## src/rtl/regfile_wb_arbiter_pkg.sv

```systemverilog
// ------------------------------------------------------------------------
// regfile_wb_arbiter_pkg : shared types for the register-file write arbiter
// Rev 1.0
// ------------------------------------------------------------------------
`default_nettype none

package regfile_wb_arbiter_pkg;

  localparam int AW = 5;
  localparam int DW = 32;
  localparam logic [AW-1:0] REG_ZERO = '0;

  typedef struct packed {
    logic          live;
    logic [AW-1:0] addr;
    logic [DW-1:0] data;
  } wb_entry_t;

  typedef struct packed {
    logic          we;
    logic [AW-1:0] addr;
    logic [DW-1:0] data;
  } wb_req_t;

  typedef enum logic [1:0] {
    GNT_NONE = 2'd0,
    GNT_A    = 2'd1,
    GNT_B    = 2'd2
  } grant_e;

  // Register 0 is hardwired zero, so it is never a real write target.
  function automatic logic is_writable(input logic [AW-1:0] addr);
    return addr != REG_ZERO;
  endfunction

endpackage

`default_nettype wire

```

## src/rtl/regfile_wb_arbiter_if.sv

```systemverilog
// ------------------------------------------------------------------------
// regfile_wb_arbiter_if : requester, register-file and hazard signals
// Rev 1.0
// ------------------------------------------------------------------------
`default_nettype none

interface regfile_wb_arbiter_if;

  logic                                 a_we;
  logic [regfile_wb_arbiter_pkg::AW-1:0] a_waddr;
  logic [regfile_wb_arbiter_pkg::DW-1:0] a_wdata;
  logic                                 a_stall;

  logic                                 b_valid;
  logic                                 b_ready;
  logic [regfile_wb_arbiter_pkg::AW-1:0] b_waddr;
  logic [regfile_wb_arbiter_pkg::DW-1:0] b_wdata;

  logic                                 rf_we;
  logic [regfile_wb_arbiter_pkg::AW-1:0] rf_waddr;
  logic [regfile_wb_arbiter_pkg::DW-1:0] rf_wdata;

  logic [regfile_wb_arbiter_pkg::AW-1:0] rreg_a;
  logic [regfile_wb_arbiter_pkg::AW-1:0] rreg_b;
  logic                                 rd_busy_a;
  logic                                 rd_busy_b;

  modport master (
    output a_we, a_waddr, a_wdata,
    input  a_stall,
    output b_valid, b_waddr, b_wdata,
    input  b_ready,
    input  rf_we, rf_waddr, rf_wdata,
    output rreg_a, rreg_b,
    input  rd_busy_a, rd_busy_b
  );

  modport slave (
    input  a_we, a_waddr, a_wdata,
    output a_stall,
    input  b_valid, b_waddr, b_wdata,
    output b_ready,
    output rf_we, rf_waddr, rf_wdata,
    input  rreg_a, rreg_b,
    output rd_busy_a, rd_busy_b
  );

endinterface

`default_nettype wire

```

## src/rtl/regfile_wb_arbiter_wb_fifo.sv

```systemverilog
// ------------------------------------------------------------------------
// wb_fifo : port-B write-back FIFO with kill-by-address and dead-head pop
// Rev 1.0
// ------------------------------------------------------------------------
`default_nettype none

module wb_fifo
  import regfile_wb_arbiter_pkg::*;
#(
  parameter int DEPTH = 2
) (
  input  wire logic                  clk,
  input  wire logic                  rst,
  input  wire logic                  push,
  input  wire wb_entry_t             push_entry,
  input  wire logic                  issue_pop,
  input  wire logic                  kill_en,
  input  wire logic [AW-1:0]         kill_addr,
  output wb_entry_t                  head,
  output wb_entry_t [DEPTH-1:0]      entries,
  output logic                       empty,
  output logic                       full
);

  localparam int PW = $clog2(DEPTH);
  localparam int CW = PW + 1;

  wb_entry_t [DEPTH-1:0] r_mem;
  logic [PW-1:0]         r_rd_ptr;
  logic [PW-1:0]         r_wr_ptr;
  logic [CW-1:0]         r_count;
  logic                  w_push;
  logic                  w_pop;

  assign empty   = (r_count == '0);
  assign full    = (r_count == CW'(DEPTH));
  assign head    = r_mem[r_rd_ptr];
  assign entries = r_mem;

  assign w_push = push && !full;
  // A dead head leaves without being asked, so it never holds up the queue.
  assign w_pop  = !empty && (issue_pop || !r_mem[r_rd_ptr].live);

  always_ff @(posedge clk or posedge rst) begin
    if (rst) begin
      r_mem    <= '0;
      r_rd_ptr <= '0;
      r_wr_ptr <= '0;
      r_count  <= '0;
    end else begin
      // Popped slots drop live so that live always implies occupied.
      for (int i = 0; i < DEPTH; i++) begin
        if ((kill_en && r_mem[i].addr == kill_addr) ||
            (w_pop && PW'(i) == r_rd_ptr)) begin
          r_mem[i].live <= 1'b0;
        end
      end
      if (w_push) begin
        r_mem[r_wr_ptr] <= push_entry;
        r_wr_ptr        <= r_wr_ptr + PW'(1);
      end
      if (w_pop) begin
        r_rd_ptr <= r_rd_ptr + PW'(1);
      end
      r_count <= r_count + CW'(w_push) - CW'(w_pop);
    end
  end

endmodule

`default_nettype wire

```

## src/rtl/regfile_wb_arbiter.sv

```systemverilog
// ------------------------------------------------------------------------
// regfile_wb_arbiter : shares the register-file write port between A and B
// Rev 1.0
// ------------------------------------------------------------------------
`default_nettype none

module regfile_wb_arbiter
  import regfile_wb_arbiter_pkg::*;
#(
  parameter int DEPTH        = 2,
  parameter int STARVE_LIMIT = 4
) (
  input  wire logic           clk,
  input  wire logic           rst,
  regfile_wb_arbiter_if.slave bus
);

  localparam int            SW         = $clog2(STARVE_LIMIT + 1);
  localparam logic [SW-1:0] STARVE_MAX = SW'(STARVE_LIMIT);

  wb_entry_t             w_head;
  wb_entry_t [DEPTH-1:0] w_entries;
  wb_entry_t             w_push_entry;
  logic                  w_empty;
  logic                  w_full;
  logic                  w_head_live;
  logic                  w_a_req;
  logic                  w_stall;
  logic                  w_kill;
  grant_e                w_grant;
  wb_req_t               w_issue;
  wb_req_t               r_out;
  logic [SW-1:0]         r_starve;
  logic                  w_hit_a;
  logic                  w_hit_b;

  assign w_head_live = !w_empty && w_head.live;
  assign w_a_req     = bus.a_we && is_writable(bus.a_waddr);
  assign w_stall     = (r_starve == STARVE_MAX);
  assign w_kill      = (w_grant == GNT_A);

  always_comb begin
    w_grant = GNT_NONE;
    if (w_stall) begin
      if (w_head_live) w_grant = GNT_B;
    end else if (w_a_req) begin
      w_grant = GNT_A;
    end else if (w_head_live) begin
      w_grant = GNT_B;
    end
  end

  always_comb begin
    w_issue = '0;
    case (w_grant)
      GNT_A:   w_issue = '{we: 1'b1, addr: bus.a_waddr, data: bus.a_wdata};
      GNT_B:   w_issue = '{we: 1'b1, addr: w_head.addr, data: w_head.data};
      default: w_issue = '0;
    endcase
  end

  // A B result landing alongside an A write to the same register is older, so it is stored dead.
  always_comb begin
    w_push_entry      = '0;
    w_push_entry.addr = bus.b_waddr;
    w_push_entry.data = bus.b_wdata;
    w_push_entry.live = is_writable(bus.b_waddr) && !(w_kill && bus.b_waddr == bus.a_waddr);
  end

  wb_fifo #(
    .DEPTH (DEPTH)
  ) u_fifo (
    .clk        (clk),
    .rst        (rst),
    .push       (bus.b_valid && !w_full),
    .push_entry (w_push_entry),
    .issue_pop  (w_grant == GNT_B),
    .kill_en    (w_kill),
    .kill_addr  (bus.a_waddr),
    .head       (w_head),
    .entries    (w_entries),
    .empty      (w_empty),
    .full       (w_full)
  );

  always_ff @(posedge clk or posedge rst) begin
    if (rst) begin
      r_starve <= '0;
    end else if (!w_head_live || w_grant == GNT_B) begin
      r_starve <= '0;
    end else begin
      r_starve <= r_starve + SW'(1);
    end
  end

  always_ff @(posedge clk or posedge rst) begin
    if (rst) begin
      r_out <= '0;
    end else begin
      r_out.we <= w_issue.we;
      if (w_issue.we) begin
        r_out.addr <= w_issue.addr;
        r_out.data <= w_issue.data;
      end
    end
  end

  always_comb begin
    w_hit_a = r_out.we && (r_out.addr == bus.rreg_a);
    w_hit_b = r_out.we && (r_out.addr == bus.rreg_b);
    for (int i = 0; i < DEPTH; i++) begin
      if (w_entries[i].live && w_entries[i].addr == bus.rreg_a) w_hit_a = 1'b1;
      if (w_entries[i].live && w_entries[i].addr == bus.rreg_b) w_hit_b = 1'b1;
    end
  end

  assign bus.a_stall   = w_stall;
  assign bus.b_ready   = !w_full;
  assign bus.rf_we     = r_out.we;
  assign bus.rf_waddr  = r_out.addr;
  assign bus.rf_wdata  = r_out.data;
  assign bus.rd_busy_a = is_writable(bus.rreg_a) && w_hit_a;
  assign bus.rd_busy_b = is_writable(bus.rreg_b) && w_hit_b;

endmodule

`default_nettype wire

```

## src/flat_wrapper.sv

```systemverilog
// flat-port wrapper written by rule: the top's interface ports become plain ports
module regfile_wb_arbiter_flat import regfile_wb_arbiter_pkg::*;
#(
  parameter int DEPTH        = 2,
  parameter int STARVE_LIMIT = 4
)
  (clk, rst, bus_a_we, bus_a_waddr, bus_a_wdata, bus_a_stall, bus_b_valid, bus_b_waddr, bus_b_wdata, bus_b_ready, bus_rf_we, bus_rf_waddr, bus_rf_wdata, bus_rreg_a, bus_rreg_b, bus_rd_busy_a, bus_rd_busy_b);
  regfile_wb_arbiter_if bus_i ();
  input  wire logic clk;
  input  wire logic rst;
  input wire logic [$bits(bus_i.a_we)-1:0] bus_a_we;
  input wire logic [$bits(bus_i.a_waddr)-1:0] bus_a_waddr;
  input wire logic [$bits(bus_i.a_wdata)-1:0] bus_a_wdata;
  output wire logic [$bits(bus_i.a_stall)-1:0] bus_a_stall;
  input wire logic [$bits(bus_i.b_valid)-1:0] bus_b_valid;
  input wire logic [$bits(bus_i.b_waddr)-1:0] bus_b_waddr;
  input wire logic [$bits(bus_i.b_wdata)-1:0] bus_b_wdata;
  output wire logic [$bits(bus_i.b_ready)-1:0] bus_b_ready;
  output wire logic [$bits(bus_i.rf_we)-1:0] bus_rf_we;
  output wire logic [$bits(bus_i.rf_waddr)-1:0] bus_rf_waddr;
  output wire logic [$bits(bus_i.rf_wdata)-1:0] bus_rf_wdata;
  input wire logic [$bits(bus_i.rreg_a)-1:0] bus_rreg_a;
  input wire logic [$bits(bus_i.rreg_b)-1:0] bus_rreg_b;
  output wire logic [$bits(bus_i.rd_busy_a)-1:0] bus_rd_busy_a;
  output wire logic [$bits(bus_i.rd_busy_b)-1:0] bus_rd_busy_b;
  assign bus_i.a_we = bus_a_we;
  assign bus_i.a_waddr = bus_a_waddr;
  assign bus_i.a_wdata = bus_a_wdata;
  assign bus_a_stall = bus_i.a_stall;
  assign bus_i.b_valid = bus_b_valid;
  assign bus_i.b_waddr = bus_b_waddr;
  assign bus_i.b_wdata = bus_b_wdata;
  assign bus_b_ready = bus_i.b_ready;
  assign bus_rf_we = bus_i.rf_we;
  assign bus_rf_waddr = bus_i.rf_waddr;
  assign bus_rf_wdata = bus_i.rf_wdata;
  assign bus_i.rreg_a = bus_rreg_a;
  assign bus_i.rreg_b = bus_rreg_b;
  assign bus_rd_busy_a = bus_i.rd_busy_a;
  assign bus_rd_busy_b = bus_i.rd_busy_b;
  regfile_wb_arbiter #(.DEPTH(DEPTH), .STARVE_LIMIT(STARVE_LIMIT)) u_core (.clk(clk), .rst(rst), .bus(bus_i));
endmodule
```

## config.mk

```make
export PLATFORM = sky130hd
export DESIGN_NAME = regfile_wb_arbiter_flat
export DESIGN_NICKNAME = d
export VERILOG_FILES = /design/src/rtl/regfile_wb_arbiter_pkg.sv /design/src/rtl/regfile_wb_arbiter_if.sv /design/src/rtl/regfile_wb_arbiter_wb_fifo.sv /design/src/rtl/regfile_wb_arbiter.sv /design/src/flat_wrapper.sv
export SDC_FILE = /design/constraint.sdc
export NUM_CORES = 1
export LEC_CHECK = 0
export BUFFER_PORTS_ARGS = -buffer_cell sky130_fd_sc_hd__buf_2
export CORE_MARGIN = 2
export CORE_UTILIZATION = 35
export DETAILED_ROUTE_END_ITERATION = 10
export MAX_ROUTING_LAYER = met4
export PLACE_DENSITY = 0.64
export REMOVE_ABC_BUFFERS = 1
export SYNTH_ARGS = -nofsm -noshare
export SYNTH_HDL_FRONTEND = slang
export SYNTH_HIERARCHICAL = 1
export SYNTH_SLANG_ARGS = --single-unit
```

## constraint.sdc

```tcl
create_clock -name clk -period 3.4 [get_ports clk]
set_clock_uncertainty 0.2 [all_clocks]
set_input_delay 0.51 -clock clk [delete_from_list [all_inputs] [get_ports clk]]
set_output_delay 0.51 -clock clk [all_outputs]
set_load 0.02 [all_outputs]
```

# Word level (Yosys, flattened, before mapping)
# Index checks and enable logic that the tools add are counted.
[totals] reg_bits=121 latch_bits=0 ram_bits=0 rom_bits=0 output_inout_bits=42 memories=0
[op_classes] n_addsub=5 multipliers=0 div_mod_pow=0 n_lt_le_gt_ge=3 eq_ne=13 shift=0 n_mux=17 n_bitwise=1 n_reduce_logical=34
[ops] cell="2-to-1 mux 38 bit" n=3
[ops] cell="bitwise mux 76 bit" n=1
[ops] cell="2-to-1 mux 76 bit" n=1
[ops] cell="one-hot mux 38 bit (2 select lines)" n=1
[ops] cell="== test 5 bit" n=9
[ops] cell="demux 38 bit (select 1 bit)" n=1
[ops] cell="logical AND 1 bit" n=20
[ops] cell="nonzero test 5 bit" n=4
[ops] cell="2-to-1 mux 1 bit" n=6
[ops] cell="2-to-1 mux 2 bit" n=3
[ops] cell="logical NOT 1 bit" n=5
[ops] cell="== test 2 bit, second input constant" n=2
[ops] cell="logical OR 1 bit" n=4
[ops] cell="< comparator 1 x 2 -> 1 bit, second input constant" n=2
[ops] cell="adder 3 x 1 -> 3 bit, second input constant" n=1
[ops] cell="== test 3 bit, second input constant" n=1
[ops] cell="2-to-1 mux 3 bit" n=1
[ops] cell="adder 1 bit, second input constant" n=2
[ops] cell="adder 2 x 1 -> 2 bit" n=1
[ops] cell="== test 2 x 1 -> 1 bit, second input constant" n=1
[ops] cell="logical NOT 2 bit" n=1
[ops] cell="subtractor 2 x 1 -> 2 bit" n=1
[ops] cell="greater-or-equal comparator 1 bit, second input constant" n=1
[ops] cell="NOT 1 bit" n=1

# Longest topological paths before layout
[depth] depth_word=14 depth_mapped=14 mapped_depth_nobuf=13

# Cells and area by module
# Netlist, hierarchy kept.
[modules_own_cells] mod="wb_fifo" instances=1 cells_each=243 area_each_um2=3786.1
[modules_own_cells] mod="regfile_wb_arbiter" instances=1 cells_each=242 area_each_um2=2492.4

# Worst setup path after synthesis
# No wires, ideal clock.
[synth_path] kind="input to register" start="input port bus_a_waddr[3]" end="register u_core.u_fifo.r_count[1]" arrival_ns=2.471 required_time_ns=3.120 setup_slack_ns=0.649 stages=12 path_buffers=1 cell_sequence="or4_4 -> o21ai_4 -> inv_4 -> buf_6 -> nor2_1 -> nor2_1 -> nor2_1 -> ha_1 -> inv_1 -> ha_1 -> xnor2_1 -> xnor2_1"
[synth_via] elab_chain_len=8
[synth_rtl] element="from (decl)" line_no="flat_wrapper.sv:12" text="input wire logic [$bits(bus_i.a_waddr)-1:0] bus_a_waddr;"
[synth_rtl] element="nonzero test 5 bit" line_no="regfile_wb_arbiter_pkg.sv:33" text="return addr != REG_ZERO;"
[synth_rtl] element="logical AND 1 bit" line_no="regfile_wb_arbiter.sv:38" text="assign w_a_req = bus.a_we && is_writable(bus.a_waddr);"
[synth_rtl] element="2-to-1 mux 2 bit" line_no="regfile_wb_arbiter.sv:46" text="end else if (w_a_req) begin"
[synth_rtl] element="2-to-1 mux 2 bit" line_no="regfile_wb_arbiter.sv:44" text="if (w_stall) begin"
[synth_rtl] element="== test 2 bit" line_no="regfile_wb_arbiter.sv:77" text=".issue_pop (w_grant == GNT_B),"
[synth_rtl] element="logical OR 1 bit" line_no="regfile_wb_arbiter_wb_fifo.sv:42" text="assign w_pop = !empty && (issue_pop || !r_mem[r_rd_ptr].live);"
[synth_rtl] element="logical AND 1 bit" line_no="regfile_wb_arbiter_wb_fifo.sv:42"
[synth_rtl] element="subtractor 2 x 1 -> 2 bit" line_no="regfile_wb_arbiter_wb_fifo.sv:65" text="r_count <= r_count + CW'(w_push) - CW'(w_pop);"
[synth_rtl] element="to (signal assigned)" line_no="regfile_wb_arbiter_wb_fifo.sv:65"
[synth_rtl] element="to (decl)" line_no="regfile_wb_arbiter_wb_fifo.sv:31" text="logic [CW-1:0] r_count;"
# No other way between the ends.
# A chain may end at the register's enable or synchronous reset.

==> run metrics <==
setup violators final=0; htree depth=4; multiplexer area fraction after synthesis=28.2%; initial DRC count=150; CP required=2690 ps; DRC=0; kind of critical path=reg2out; layout cells sized above 1=49.8%; synth unique cells=39; I/O Buffers=129; Initial Util=36.0%; Compound-Gate Fraction of Synth Area=5.90%; worst-case hold slack=100 ps; die width=138 um; Synth Instances=485; Critical Path Sink=bus_rd_busy_b; initial antenna violation count=0; pin count of the biggest net entering global routing=72; Max-cap violations=0; crit end category=output port; simple-gate share of the synthesized area=6.02%; WL/cell=16.9 um; Critical Path Fanout Max=5; fillcell total=1,667; xor/xnor share of the synthesized area=6.97%; Die Span Y=138 um; sequential-to-total area share from yosys stat=48.2%; top_reg_cell synth=dfrtp_1; crit path time final=2570 ps; final hold vios=0; Placer Congestion=0.847; Post-synth EDFFs=0; Area Growth Syn to Fin=22.1%; Post-CTS Resized=0; Max stage delay on crit path=480 ps; R2R Setup Slk=850 ps; top-count cell post-synth=dfrtp_1; clock sinks=121; GR Overflow Total=0; Placed Instance Area=0.00708 sq mm; Yosys warnings=6; DRT Wirelength=14.4 mm; num rows=48; post-route cell area=0.00766 sq mm; Reg clk slew, reported paths=60 ps; reg2reg path depth=9; clk_lat worst skew=410 ps; first-pass GRT wire length=23.5 mm; I/O Pins=130; VDD IR max=0.389 mV; number of global-route vias before repair=4,579; average size of a mapped cell=12.9 sq um; fin crit share=75.7%; ANT nets after route=0; CP Cell Sequence=xor2_1 -> nor4_1 -> a32oi_1 -> a21oi_1 -> buf_2; Static Leak=3.65 nW; Yosys top cell by area=dfrtp_1; Synth top area share=48.2%; CTS Buffer Depth=2; overall global routing resource usage=16.7%; area of the multi-input gates=0.00302 sq mm; Post-Synth Adder-Cell Area=0.797%; status=finished, final reports clean; vias per inst=4.93; CP arrival=1860 ps; Initial DRT Pass Iterations=4; CTS tree=done; Die ar.=0.0190 sq mm; #FFs+latches synth=121; Final Slew Violations=0; # diodes=0; most frequent cells after synthesis=dfrtp_1, mux2_2, mux2_4, mux2i_1, nand2_1; core area=0.0174 sq mm; Worst path slowest cell=dfrtp_1; root buf cell=clkbuf_16; Pwr Total=0.00769 W; Final #Nets=709; Cell Area, Synth=0.00628 sq mm; Peak Freq=0.389 GHz; RSZ-0062 raised after global routing=false; largest family of logic cells by synthesized area=multiplexers; Hold Crit Class=in2reg; startpoint types=flip-flop; Worst R2R Start=u_core/r_starve[0]$_DFF_PP0_; asr flop ratio synth=100%; total number of vias=4,209; Register Area=0.00303 sq mm; total CTS buffers=17; Final Core Density=44.0%; Max-slew headroom=33.7%; Reg-to-Reg End=u_core/u_fifo/entries[75]$_DFF_PP0_; worst slew pin tran=994 ps; top post-synthesis cells by area=dfrtp_1, mux2_2, mux2_4, mux2i_1, xor2_1; Pwr Density=1000 mW/mm^2; hpwl dp=9.58 mm
## metrics by stage
step,setup slack (ps),cells,setup TNS [ps]
floorplan,-711,461,-4680
global placement,571,822,0
detailed placement,518,822,0
CTS,809,854,0
global route,620,854,0
finish,826,854,0
## worst min path at each step
stage               cells after the start                          from                                  to  slack, ps
floorplan                               1  u_core/r_starve[0]$_DFF_PP0_        u_core/r_starve[0]$_DFF_PP0_        240
global placement                        1  u_core/r_starve[0]$_DFF_PP0_        u_core/r_starve[0]$_DFF_PP0_        260
detailed placement                      1                     flip-flop                           flip-flop        290
CTS                                     3                bus_a_wdata[8]  u_core/bus.rf_wdata[8]$_DFFE_PP0P_         70
global route                            3                bus_a_wdata[9]  u_core/bus.rf_wdata[9]$_DFFE_PP0P_        100
finish                                  3                bus_a_wdata[8]  u_core/bus.rf_wdata[8]$_DFFE_PP0P_        100
## kinds of logic (layout without fill, tap and decap cells)
family                     Yosys count  after routing
AOI/OAI and AO/OA                   49             49
xor gates and xnor gates            50             50
DFF                                121            121
adders and majority gates            4              4
buffers and inverters               35            179
muxes                              149            149
and+or+nand+nor                     77             77
## layout make-up
class                      count  area share (%)
inverter                      11           0.588
tap                          225            3.67
multi-input combinational    329            39.4
sequential                   121            39.5
clock buffer                  22            6.19
timing repair buffer         137            9.40
clock inverter                 9            1.27
## power by group
group	total [W]	internal, W	switching [W]
combinational	0.00331	0.00176	0.00155
clock	0.00174	0.00112	0.000614
sequential	0.00265	0.00213	0.000515
total	0.00769	0.00502	0.00268
## cells in the final DEF, fill, tap and decap left out, types with 6 or more instances in the layout
master and n:
buf_2 129, buf_4 6, clkbuf_16 17, clkinv_2 7, dfrtp_1 120, inv_1 8, mux2_2 73, mux2_4 38
mux2i_1 38, nand2_1 38, nor2_1 7, nor4_1 9, o21ai_1 12, o21ai_2 25, xnor2_1 16, xor2_1 34
## what timing repair did
| item | CTS | global route |
|---|---|---|
| hold buffers | 1 | 0 |
| hold endpoints to repair | 17 | 0 |
| setup buffers | 0 | 0 |
## worst max-delay path: cells and delay by family, from the launching register on
kind,cells,cell delay [ps]
flops,1,480
simple gates,1,320
compound gates,2,290
xor+xnor,1,200
buf+inv,1,170
## routing by layer
metal / routed length, um / share of wire, % / track usage, % / vias up
met1: 6400 / 44 / 20.2 / 2103
met3: 745 / 5.2 / 3.87 / 26
met2: 7050 / 49 / 27.4 / 120
met4: 250 / 1.7 / 5.95 / 0
met5: 0 / 0 / - / -
li1: - / - / - / 1960
No activity file was read; power rests on OpenSTA's default activity.
